### src/rtl/pcpi_insn_loader.sv
// rtl/pcpi_insn_loader.sv - nibble-serial instruction loader and result drain for a PCPI coprocessor
// Strobe is synchronized, edge-detected, and drives a COLLECT/ISSUE/DRAIN state machine.
module pcpi_insn_loader #(
  parameter int TIMEOUT = 16
) (
  input  logic        clk,
  input  logic        rst_n,
  input  logic [3:0]  nib_in,
  input  logic        nib_strobe,
  output logic        busy,
  output logic [2:0]  nib_count,
  output logic        err,
  output logic [3:0]  res_nib,
  output logic        res_valid,
  output logic        pcpi_valid,
  output logic [31:0] pcpi_insn,
  input  logic        pcpi_ready,
  input  logic        pcpi_wr,
  input  logic        pcpi_wait,
  input  logic [31:0] pcpi_rd
);

  typedef enum logic [1:0] {COLLECT, ISSUE, DRAIN} state_t;
  localparam int TW = $clog2(TIMEOUT + 1);

  state_t        state_q, state_d;
  logic          s1_q, s2_q, s3_q;
  logic [2:0]    nib_count_q, nib_count_d;
  logic [31:0]   insn_q, insn_d;
  logic          valid_q, valid_d;
  logic          err_q, err_d;
  logic [TW-1:0] timer_q, timer_d;
  logic [31:0]   result_q, result_d;
  logic [2:0]    rcnt_q, rcnt_d;
  logic [2:0]    rcnt_next;
  logic          res_valid_q, res_valid_d;
  logic [3:0]    res_nib_q, res_nib_d;
  logic          strobe_edge;

  // Two-flop synchronizer plus a delay flop gives one edge per pulse
  assign strobe_edge = s2_q & ~s3_q;
  assign rcnt_next   = rcnt_q + 3'd1;

  always_ff @(posedge clk or negedge rst_n) begin
    if (!rst_n) begin
      s1_q        <= 1'b0;
      s2_q        <= 1'b0;
      s3_q        <= 1'b0;
      state_q     <= COLLECT;
      nib_count_q <= 3'd0;
      insn_q      <= 32'd0;
      valid_q     <= 1'b0;
      err_q       <= 1'b0;
      timer_q     <= '0;
      result_q    <= 32'd0;
      rcnt_q      <= 3'd0;
      res_valid_q <= 1'b0;
      res_nib_q   <= 4'd0;
    end else begin
      s1_q        <= nib_strobe;
      s2_q        <= s1_q;
      s3_q        <= s2_q;
      state_q     <= state_d;
      nib_count_q <= nib_count_d;
      insn_q      <= insn_d;
      valid_q     <= valid_d;
      err_q       <= err_d;
      timer_q     <= timer_d;
      result_q    <= result_d;
      rcnt_q      <= rcnt_d;
      res_valid_q <= res_valid_d;
      res_nib_q   <= res_nib_d;
    end
  end

  always_comb begin
    state_d     = state_q;
    nib_count_d = nib_count_q;
    insn_d      = insn_q;
    valid_d     = valid_q;
    err_d       = err_q;
    timer_d     = timer_q;
    result_d    = result_q;
    rcnt_d      = rcnt_q;
    res_valid_d = res_valid_q;
    res_nib_d   = res_nib_q;
    case (state_q)
      COLLECT: begin
        if (strobe_edge) begin
          insn_d[4*nib_count_q +: 4] = nib_in;
          if (nib_count_q == 3'd0) err_d = 1'b0;
          if (nib_count_q == 3'd7) begin
            nib_count_d = 3'd0;
            valid_d     = 1'b1;
            timer_d     = '0;
            state_d     = ISSUE;
          end else begin
            nib_count_d = nib_count_q + 3'd1;
          end
        end
      end
      ISSUE: begin
        // Ready takes priority over a coincident timeout
        if (pcpi_ready) begin
          valid_d = 1'b0;
          if (pcpi_wr) begin
            result_d    = pcpi_rd;
            res_valid_d = 1'b1;
            res_nib_d   = pcpi_rd[3:0];
            rcnt_d      = 3'd0;
            state_d     = DRAIN;
          end else begin
            state_d = COLLECT;
          end
        end else if (pcpi_wait) begin
          timer_d = '0;
        end else if (timer_q == TW'(TIMEOUT - 1)) begin
          valid_d = 1'b0;
          err_d   = 1'b1;
          state_d = COLLECT;
        end else begin
          timer_d = timer_q + TW'(1);
        end
      end
      DRAIN: begin
        if (strobe_edge) begin
          if (rcnt_q == 3'd7) begin
            res_valid_d = 1'b0;
            rcnt_d      = 3'd0;
            res_nib_d   = 4'd0;
            state_d     = COLLECT;
          end else begin
            rcnt_d    = rcnt_next;
            res_nib_d = result_q[4*rcnt_next +: 4];
          end
        end
      end
      default: state_d = COLLECT;
    endcase
  end

  assign busy       = (state_q != COLLECT);
  assign nib_count  = nib_count_q;
  assign err        = err_q;
  assign res_nib    = res_nib_q;
  assign res_valid  = res_valid_q;
  assign pcpi_valid = valid_q;
  assign pcpi_insn  = insn_q;

endmodule

### config.mk
export PLATFORM = sky130hd
export DESIGN_NAME = pcpi_insn_loader
export DESIGN_NICKNAME = d
export VERILOG_FILES = /design/src/rtl/pcpi_insn_loader.sv
export SDC_FILE = /design/constraint.sdc
export NUM_CORES = 1
export LEC_CHECK = 0
export CAP_MARGIN = 10
export CORE_ASPECT_RATIO = 1.1
export CORE_MARGIN = 2
export CORE_UTILIZATION = 38
export DETAILED_ROUTE_END_ITERATION = 6
export PLACE_DENSITY = 0.67
export SLEW_MARGIN = 20
export SYNTH_ARGS = -nofsm -noshare
export SYNTH_HDL_FRONTEND = slang
export SYNTH_SLANG_ARGS = --single-unit
### constraint.sdc
create_clock -name clk -period 3.46 [get_ports clk]
set_input_delay 0.692 -clock clk [delete_from_list [all_inputs] [get_ports clk]]
set_output_delay 0.692 -clock clk [all_outputs]
set_load 0.02 [all_outputs]
==> results.py, run 1 <==
metrics = {
    "routing": {
        "drtIter0Drc": 60,
        "via_per_inst": 5.18,
        "postRouteAntennaNets": 0,
        "wire_per_inst_microns": 16.6,
        "drcViolationCount": 0,
        "first_pass_iters": 4,
        "routed_wirelength_microns": 8150,
        "vias": 2550,
    },
    "synth": {
        "syn_avg_cell_area_sq_um": 13.7,
        "synth_seq_area_share": 0.560,
        "synth_fp_nets": 334,
        "syn_area_sq_um": 3890,
        "synth_cells": 283,
        "synth_seq_cells": 87,
        "synthTopCellsByArea": "dfrtp_1 (56%), mux2_2 (17%), mux4_2 (4.6%), mux2_1 (3.5%), ha_1 (2.9%)",
        "synth.most_common_cell": "dfrtp_1",
        "synthDistinctLibCells": 40,
        "ys_top_cells_by_count": "dfrtp_1 (87), mux2_2 (57), nor2_1 (13), mux2_1 (12), inv_1 (10)",
        "synth-edff-count": 0,
        "yosys.area.top_type": "dfrtp_1",
        "ys_async_sr_fraction": 1.00,
        "synth_top_flop_cell": "dfrtp_1",
        "ys_warn_count": 0,
        "synth_top_area_frac": 0.560,
    },
    "die": {
        "core_sq_um": 9890,
        "dieArea_sq_um": 11100,
        "start_util": 0.393,
        "die_y_microns": 110,
        "top_level_ports": 85,
        "die_w_microns": 100,
        "rows": 38,
    },
    "finish": {
        "n_fill_cell": 874,
        "final_cells": 492,
        "nets": 418,
        "drive_gt1_frac": 0.234,
        "post-route-cell-area_sq_um": 5030,
        "syn_to_final_growth_pct": 29.3,
        "num_antenna_cells": 0,
        "fin_util": 0.508,
    },
    "place": {
        "io_buffers": 84,
        "place_congestion": 0.758,
        "dp_cells": 476,
        "placed_cell_area_sq_um": 4820,
        "hpwl_microns": 6030,
        "dpl_worst_slack_ns": 1.14,
    },
    "run_status": {
        "status": "completed",
    },
    "cts": {
        "cts_buffers": 9,
        "post-cts-setup-buffers": 0,
        "cts_tree": "built",
        "postCtsResizedCells": 0,
        "insertion_delay_ns": 0.35,
        "clkTransAtPathRegs_ns": 0.09,
        "htreeDepth": 3,
        "clockBufferDepth": 2,
        "cts-root-buf": "clkbuf_8",
        "postCtsHoldBufs": 0,
        "cts_num_sinks": 87,
    },
    "timing": {
        "setup_tns_ns": 0,
        "min_period_ns": 2.36,
        "hold_viol": 0,
        "setup_ws_ns": 1.10,
        "tightest_slew_ns": 0.784,
        "max_slew_margin": 0.477,
        "fmax_mhz": 424,
        "final_max_slew_viol_count": 0,
        "setup_viol": 0,
        "fin_crit_sh": 0.681,
        "rsz0062_at_grt": "no",
        "fin_skew_ns": 0.0131,
    },
    "worst_setup_path": {
        "cpPeakStageDelay_ns": 0.60,
        "cp_cell_sequence": "nor2_1, inv_1, clkdlybuf4s50_1",
        "critical_path.slowest_cell": "clkdlybuf4s50_1",
        "arrival_ns": 1.66,
        "cp_max_fo": 10,
        "path_class": "reg -> out",
        "critical-path-top-delay-family": "buffers and inverters",
        "worst_ep_required_time_ns": 2.77,
        "critPathCaptureType": "primary output",
        "start_kind": "flop",
        "critPathBufInv": 2,
    },
    "min_path": {
        "holdCritPathClass": "reg -> reg",
    },
    "global_routing": {
        "grtUsageTotal": 0.159,
        "grt_overflow": 0,
        "grt_max_degree": 88,
        "antenna_found_initial": 0,
        "grt_pass1_wl_microns": 13600,
        "grt_pass1_vias": 2692,
    },
    "power_and_ir_drop": {
        "cellLeakagePower_nw": 2.36,
        "pwr_density_cell_nw_per_um2": 561,
        "vdd_drop_max_mv": 0.277,
    },
    "flow_run": {
        "cap_violations": 0,
    },
}
==> cell families after synthesis <==
group / synth area share
buffers and inverters: 0.0254
and+or+nand+nor: 0.0892
muxes: 0.249
AOI/OAI and AO/OA: 0.0476
DFF: 0.560
adders and majority gates: 0.0290
==> layout by cell type, fill, tap and decap left out, types with 2 or more instances in the layout <==
cell | Yosys | final
clkdlybuf4s50_1 | 0 | 83
mux4_2 | 8 | 8
mux2_2 | 57 | 57
a31oi_1 | 4 | 4
nand2b_1 | 6 | 6
and3_1 | 4 | 4
inv_6 | 0 | 4
a22o_1 | 2 | 2
nand2_1 | 8 | 8
and2_1 | 8 | 8
o21ai_0 | 5 | 5
mux2_1 | 12 | 12
inv_1 | 10 | 10
ha_1 | 9 | 9
dfrtp_1 | 87 | 87
nand3_1 | 4 | 4
nor3b_1 | 2 | 2
nand3b_1 | 3 | 3
a21oi_1 | 7 | 7
and3b_2 | 2 | 2
clkbuf_8 | 0 | 9
nor2_1 | 13 | 13
a22oi_1 | 4 | 4
==> registers in the layout, summed over array words and instances (netlist names), 2 cells and up <==
| name | cells |
|---|---|
| nib_count | 3 |
| result_q | 32 |
| state_q | 2 |
| res_nib | 4 |
| timer_q | 5 |
| rcnt_q | 3 |
| pcpi_insn | 32 |
==> stage by stage <==
stage               hold WS, ns  total power [mW]
finish                    0.356              2.82
global placement          0.336              2.11
CTS                       0.360              2.86
detailed placement        0.338              2.12
floorplan                 0.331              1.77
global route              0.376              2.99
==> worst reg2reg max path: stages, from the launching register on <==
cell,delay (ns)
dfrtp_1,0.53
inv_1,0.14
ha_1,0.24
ha_1,0.36
nor2_1,0.16
nand2_1,0.06
or3_1,0.44
mux2_2,0.30
==> path summary, 6_finish.rpt <==
check	start	end	slack (ns)	cells past startpoint
max	state_q[1]	busy	1.10	3
min	s1_q	s2_q	0.36	0
max reg2reg	nib_count[0]	pcpi_insn[0]	1.12	7
min reg2reg	s1_q	s2_q	0.36	0
max in group asynchronous	rst_n	result_q[10]	2.54	1
min in group asynchronous	rst_n	pcpi_insn[26]	0.38	1
==> power by group <==
part	leakage [nW]	total, mW	internal, mW	switching, mW
Sequential	1.16	1.24	1.12	0.123
Clock	0.101	0.725	0.343	0.382
Combinational	1.10	0.850	0.413	0.438
Total	2.36	2.82	1.88	0.943
==> final cells by class <==
type,count,area (sq um),area share
Timing Repair Buffer,85,850,0.169
Multi-Input combinational cell,174,1610,0.321
Inverter,10,37.5,0.00747
Clock inverter,7,77.6,0.0154
Tap cell,120,150,0.0299
Clock buffer,9,124,0.0246
Sequential cell,87,2180,0.433
==> per-layer routing <==
| layer | vias up | global-route usage | wire length (microns) |
|---|---|---|---|
| li1 | 1188 | - | - |
| met5 | - | 0 | 0 |
| met3 | 9 | 0.0429 | 422 |
| met2 | 83 | 0.263 | 4000 |
| met1 | 1270 | 0.207 | 3630 |
| met4 | 0 | 0.0460 | 104 |
Note: power is estimated with default switching activity, not from simulation.
==> inputs of run 2 (changes only) <==
==> constraint.sdc (replaced) <==
create_clock -name clk -period 2.3 [get_ports clk]
set_input_delay 0.46 -clock clk [delete_from_list [all_inputs] [get_ports clk]]
set_output_delay 0.46 -clock clk [all_outputs]
set_load 0.02 [all_outputs]
==> results.py, run 2 (synthesis results as in run 1) <==
metrics = {
    "place": {
        "place_congestion": 0.758,
        "hpwl_microns": 5910,
        "dpl_worst_slack_ns": 0.156,
        "io_buffers": 84,
        "dp_cells": 483,
        "placed_cell_area_sq_um": 4900,
    },
    "routing": {
        "drtIter0Drc": 58,
        "routed_wirelength_microns": 8120,
        "via_per_inst": 5.06,
        "first_pass_iters": 4,
        "drcViolationCount": 0,
        "postRouteAntennaNets": 0,
        "wire_per_inst_microns": 16.3,
        "vias": 2524,
    },
    "worst_setup_path": {
        "cp_max_fo": 7,
        "worstReg2RegStart": "s3_q",
        "r2r_setup_slack_ns": 0.14,
        "r2r-end": "pcpi_insn[8]",
        "start_kind": "flop",
        "critPathCaptureType": "flop",
        "arrival_ns": 2.39,
        "worst_r2r_path_depth": 4,
        "worst_ep_required_time_ns": 2.53,
        "path_class": "reg -> reg",
    },
    "global_routing": {
        "grt_pass1_wl_microns": 13900,
        "antenna_found_initial": 0,
        "grt_max_degree": 48,
        "grt_overflow": 0,
        "grt_pass1_vias": 2783,
        "grtUsageTotal": 0.162,
    },
    "power_and_ir_drop": {
        "cellLeakagePower_nw": 2.41,
        "p_int_mw": 2.95,
        "clock_power_share": 0.256,
        "p_total_mw": 4.35,
        "p_seq_frac": 0.412,
        "p_sw_mw": 1.40,
        "vdd_drop_max_mv": 0.456,
        "p_comb_frac": 0.331,
        "netSwitchingFraction": 0.322,
        "pwr_density_cell_nw_per_um2": 850,
    },
    "cts": {
        "insertion_delay_ns": 0.35,
        "cts_buffers": 9,
        "post-cts-setup-buffers": 0,
        "postCtsHoldBufs": 0,
        "clockBufferDepth": 2,
        "cts_num_sinks": 87,
        "postCtsResizedCells": 0,
        "clkTransAtPathRegs_ns": 0.09,
        "htreeDepth": 3,
        "cts-root-buf": "clkbuf_8",
        "cts_tree": "built",
    },
    "timing": {
        "hold_viol": 0,
        "setup_viol": 0,
        "setup_ws_ns": 0.145,
        "tightest_slew_ns": 0.610,
        "holdWs_ns": 0.112,
        "fin_crit_sh": 0.937,
        "final_max_slew_viol_count": 0,
        "fin_skew_ns": 0.0114,
        "rsz0062_at_grt": "no",
        "fmax_mhz": 464,
        "setup_tns_ns": 0,
        "min_period_ns": 2.16,
        "max_slew_margin": 0.593,
    },
    "min_path": {
        "holdCritPathClass": "in -> async",
    },
    "finish": {
        "post-route-cell-area_sq_um": 5110,
        "mostFrequentLayoutCell": "dfrtp_1",
        "num_antenna_cells": 0,
        "nets": 425,
        "final_cells": 499,
        "drive_gt1_frac": 0.248,
        "fin_util": 0.517,
        "final_cell_mix": "dfrtp_1 (87), clkdlybuf4s50_1 (83), mux2_2 (57)",
        "syn_to_final_growth_pct": 31.5,
    },
    "flow_run": {
        "cap_violations": 0,
    },
    "die": {
        "rows": 38,
        "start_util": 0.393,
        "top_level_ports": 85,
        "dieArea_sq_um": 11100,
        "core_sq_um": 9890,
        "die_y_microns": 110,
        "die_w_microns": 100,
    },
    "run_status": {
        "status": "completed",
    },
}
run 2: cell types whose count changed in the layout (fill, tap and decap cells not counted), sizes merged:
| cell | delta |
|---|---|
| clkbuf | +4 |
| clkinvlp | -1 |
| buf | +7 |
| inv | -4 |
| clkinv | +1 |
run 2: cell type report:
type	instances	area (sq um)
timing repair buffer	92	923
multi-input combinational	174	1610
tap	120	150
sequential	87	2180
clock buffer	13	169
clock inverter	3	40.0
fill	884	4780
inverter	10	37.5
run 2: worst max-delay path: stages, from the launching register on:
cell and delay (ns):
dfrtp_1 0.41, or4b_1 0.70, nor4_4 0.29, and3_1 0.30, mux2_1 0.35
run 2: routing by layer:
| metal | track usage | vias to the layer above | routed length [microns] |
|---|---|---|---|
| li1 | - | 1191 | - |
| met3 | 0.0435 | 11 | 408 |
| met5 | 0 | - | 0 |
| met4 | 0.0597 | 0 | 124 |
| met1 | 0.204 | 1247 | 3680 |
| met2 | 0.268 | 75 | 3910 |
run 2: worst max path at each step:
| stage | startpoint | end | slack [ns] | cells past startpoint |
|---|---|---|---|---|
| finish | s3_q | pcpi_insn[8] | 0.14 | 4 |
| global route | s3_q | pcpi_insn[8] | 0.03 | 4 |
| CTS | s3_q | pcpi_insn[8] | 0.14 | 4 |
| detailed placement | s3_q | pcpi_insn[8] | 0.16 | 4 |
| global placement | s3_q | pcpi_insn[10] | 0.21 | 4 |
| floorplan | nib_count[0] | pcpi_insn[0] | 0.04 | 7 |
run 2: power by group through the flow:
stage	sequential [mW]	combinational [mW]	clock, mW
detailed placement	1.82	1.46	0
global placement	1.82	1.44	0
finish	1.79	1.44	1.11
floorplan	1.96	0.697	0
CTS	1.79	1.46	1.15
global route	1.82	1.58	1.22
==> inputs of run 3 (changes only) <==
--- a/config.mk
+++ b/config.mk
@@ -10,6 +10,7 @@
 export CORE_MARGIN = 2
 export CORE_UTILIZATION = 38
 export DETAILED_ROUTE_END_ITERATION = 6
+export GPL_ROUTABILITY_DRIVEN = 1
 export PLACE_DENSITY = 0.67
 export SLEW_MARGIN = 20
 export SYNTH_ARGS = -nofsm -noshare
==> constraint.sdc (replaced) <==
create_clock -name clk -period 2.6 [get_ports clk]
set_input_delay 0.52 -clock clk [delete_from_list [all_inputs] [get_ports clk]]
set_output_delay 0.52 -clock clk [all_outputs]
set_load 0.02 [all_outputs]
==> results.py, run 3 (synthesis results as in run 1) <==
metrics = {
    "run_status": {
        "status": "completed",
    },
    "worst_setup_path": {
        "start_kind": "flop",
        "r2r_setup_slack_ns": 0.24,
        "r2r-end": "pcpi_insn[0]",
        "worst_ep_required_time_ns": 2.83,
        "cp-startpoint": "nib_count[0]",
        "critPathCaptureType": "flop",
        "arrival_ns": 2.60,
        "path_class": "reg -> reg",
        "cp_max_fo": 8,
        "endpoint": "pcpi_insn[0]",
        "worst_r2r_path_depth": 7,
        "worstReg2RegStart": "nib_count[0]",
    },
    "finish": {
        "num_antenna_cells": 0,
        "syn_to_final_growth_pct": 30.4,
        "mostFrequentLayoutCell": "dfrtp_1",
        "final_cells": 494,
        "drive_gt1_frac": 0.235,
        "nets": 421,
        "n_fill_cell": 880,
        "fin_util": 0.512,
        "final_cell_mix": "dfrtp_1 (87), clkdlybuf4s50_1 (83), mux2_2 (57)",
    },
    "cts": {
        "postCtsResizedCells": 0,
        "htreeDepth": 3,
        "post-cts-setup-buffers": 0,
        "cts_num_sinks": 87,
        "clkTransAtPathRegs_ns": 0.08,
        "cts-root-buf": "clkbuf_8",
        "cts_buffers": 9,
        "postCtsHoldBufs": 0,
        "clockBufferDepth": 2,
        "cts_tree": "built",
        "insertion_delay_ns": 0.35,
    },
    "power_and_ir_drop": {
        "p_int_mw": 2.55,
        "p_seq_frac": 0.429,
        "p_sw_mw": 1.22,
        "cellLeakagePower_nw": 2.38,
        "pwr_density_cell_nw_per_um2": 743,
        "p_comb_frac": 0.321,
        "vdd_drop_max_mv": 0.467,
        "netSwitchingFraction": 0.324,
        "clock_power_share": 0.250,
    },
    "die": {
        "top_level_ports": 85,
        "core_sq_um": 9890,
        "dieArea_sq_um": 11100,
        "die_w_microns": 100,
        "rows": 38,
        "die_y_microns": 110,
        "start_util": 0.393,
    },
    "place": {
        "io_buffers": 84,
        "dpl_worst_slack_ns": 0.274,
        "dp_cells": 479,
        "hpwl_microns": 5990,
        "place_congestion": 0.795,
    },
    "global_routing": {
        "grt_pass1_wl_microns": 13300,
        "grt_pass1_vias": 2709,
        "grt_overflow": 0,
        "grtUsageTotal": 0.154,
        "antenna_found_initial": 0,
        "grt_max_degree": 40,
    },
    "timing": {
        "hold_viol": 0,
        "min_period_ns": 2.36,
        "fmax_mhz": 423,
        "holdWs_ns": 0.122,
        "setup_tns_ns": 0,
        "fin_crit_sh": 0.909,
        "fin_skew_ns": 0.00767,
        "final_max_slew_viol_count": 0,
        "rsz0062_at_grt": "no",
        "tightest_slew_ns": 0.545,
        "setup_ws_ns": 0.236,
        "setup_viol": 0,
        "max_slew_margin": 0.634,
    },
    "routing": {
        "vias": 2518,
        "wire_per_inst_microns": 16.3,
        "postRouteAntennaNets": 0,
        "first_pass_iters": 4,
        "via_per_inst": 5.10,
        "drcViolationCount": 0,
        "drtIter0Drc": 54,
        "routed_wirelength_microns": 8050,
    },
    "flow_run": {
        "cap_violations": 0,
    },
    "min_path": {
        "holdCritPathClass": "in -> async",
    },
}
-- run 3: routing by layer --
layer	track usage	vias to the layer above	wire length, microns
li1	-	1188	-
met1	0.196	1247	3560
met2	0.260	73	3920
met3	0.0353	10	458
met4	0.0558	0	111
met5	0	-	0
-- run 3: worst min path at each step --
stage,cells past startpoint,to,startpoint,slack (ns)
2_1_floorplan,0,err,rst_n,0.22
3_3_place_gp,0,s2_q,s1_q,0.34
3_5_place_dp,0,s2_q,s1_q,0.35
4_1_cts,1,timer_q[4],rst_n,0.13
5_1_grt,1,timer_q[0],rst_n,0.14
6_report,1,timer_q[0],rst_n,0.12
-- run 3: cell type report --
cell class	instances	area, sq um	area share
sequential	87	2180	0.430
multi-input combinational	174	1610	0.318
timing repair buffer	88	893	0.176
clock buffer	12	155	0.0306
tap	120	150	0.0296
clock inverter	3	42.5	0.00840
inverter	10	37.5	0.00741
-- run 3: metrics by stage --
step / instance area, sq um / power (mW)
after floorplan: 3890 / 2.35
after global placement: 4870 / 2.83
after detailed placement: 4870 / 2.86
after CTS: 5070 / 3.82
after global routing: 5070 / 4.01
final: 5070 / 3.77
-- run 3: critical path, cell delays in order, from the launching register on --
cell	delay, ns
dfrtp_1	0.53
inv_1	0.14
ha_1	0.25
ha_1	0.37
nor2_1	0.17
nand2_1	0.06
or3_1	0.43
mux2_2	0.30
-- run 3: power by group through the flow --
stage | combinational (mW) | sequential (mW) | clock, mW
floorplan | 0.616 | 1.74 | 0
global placement | 1.19 | 1.64 | 0
detailed placement | 1.22 | 1.64 | 0
CTS | 1.22 | 1.62 | 0.986
global route | 1.33 | 1.64 | 1.04
finish | 1.21 | 1.62 | 0.940
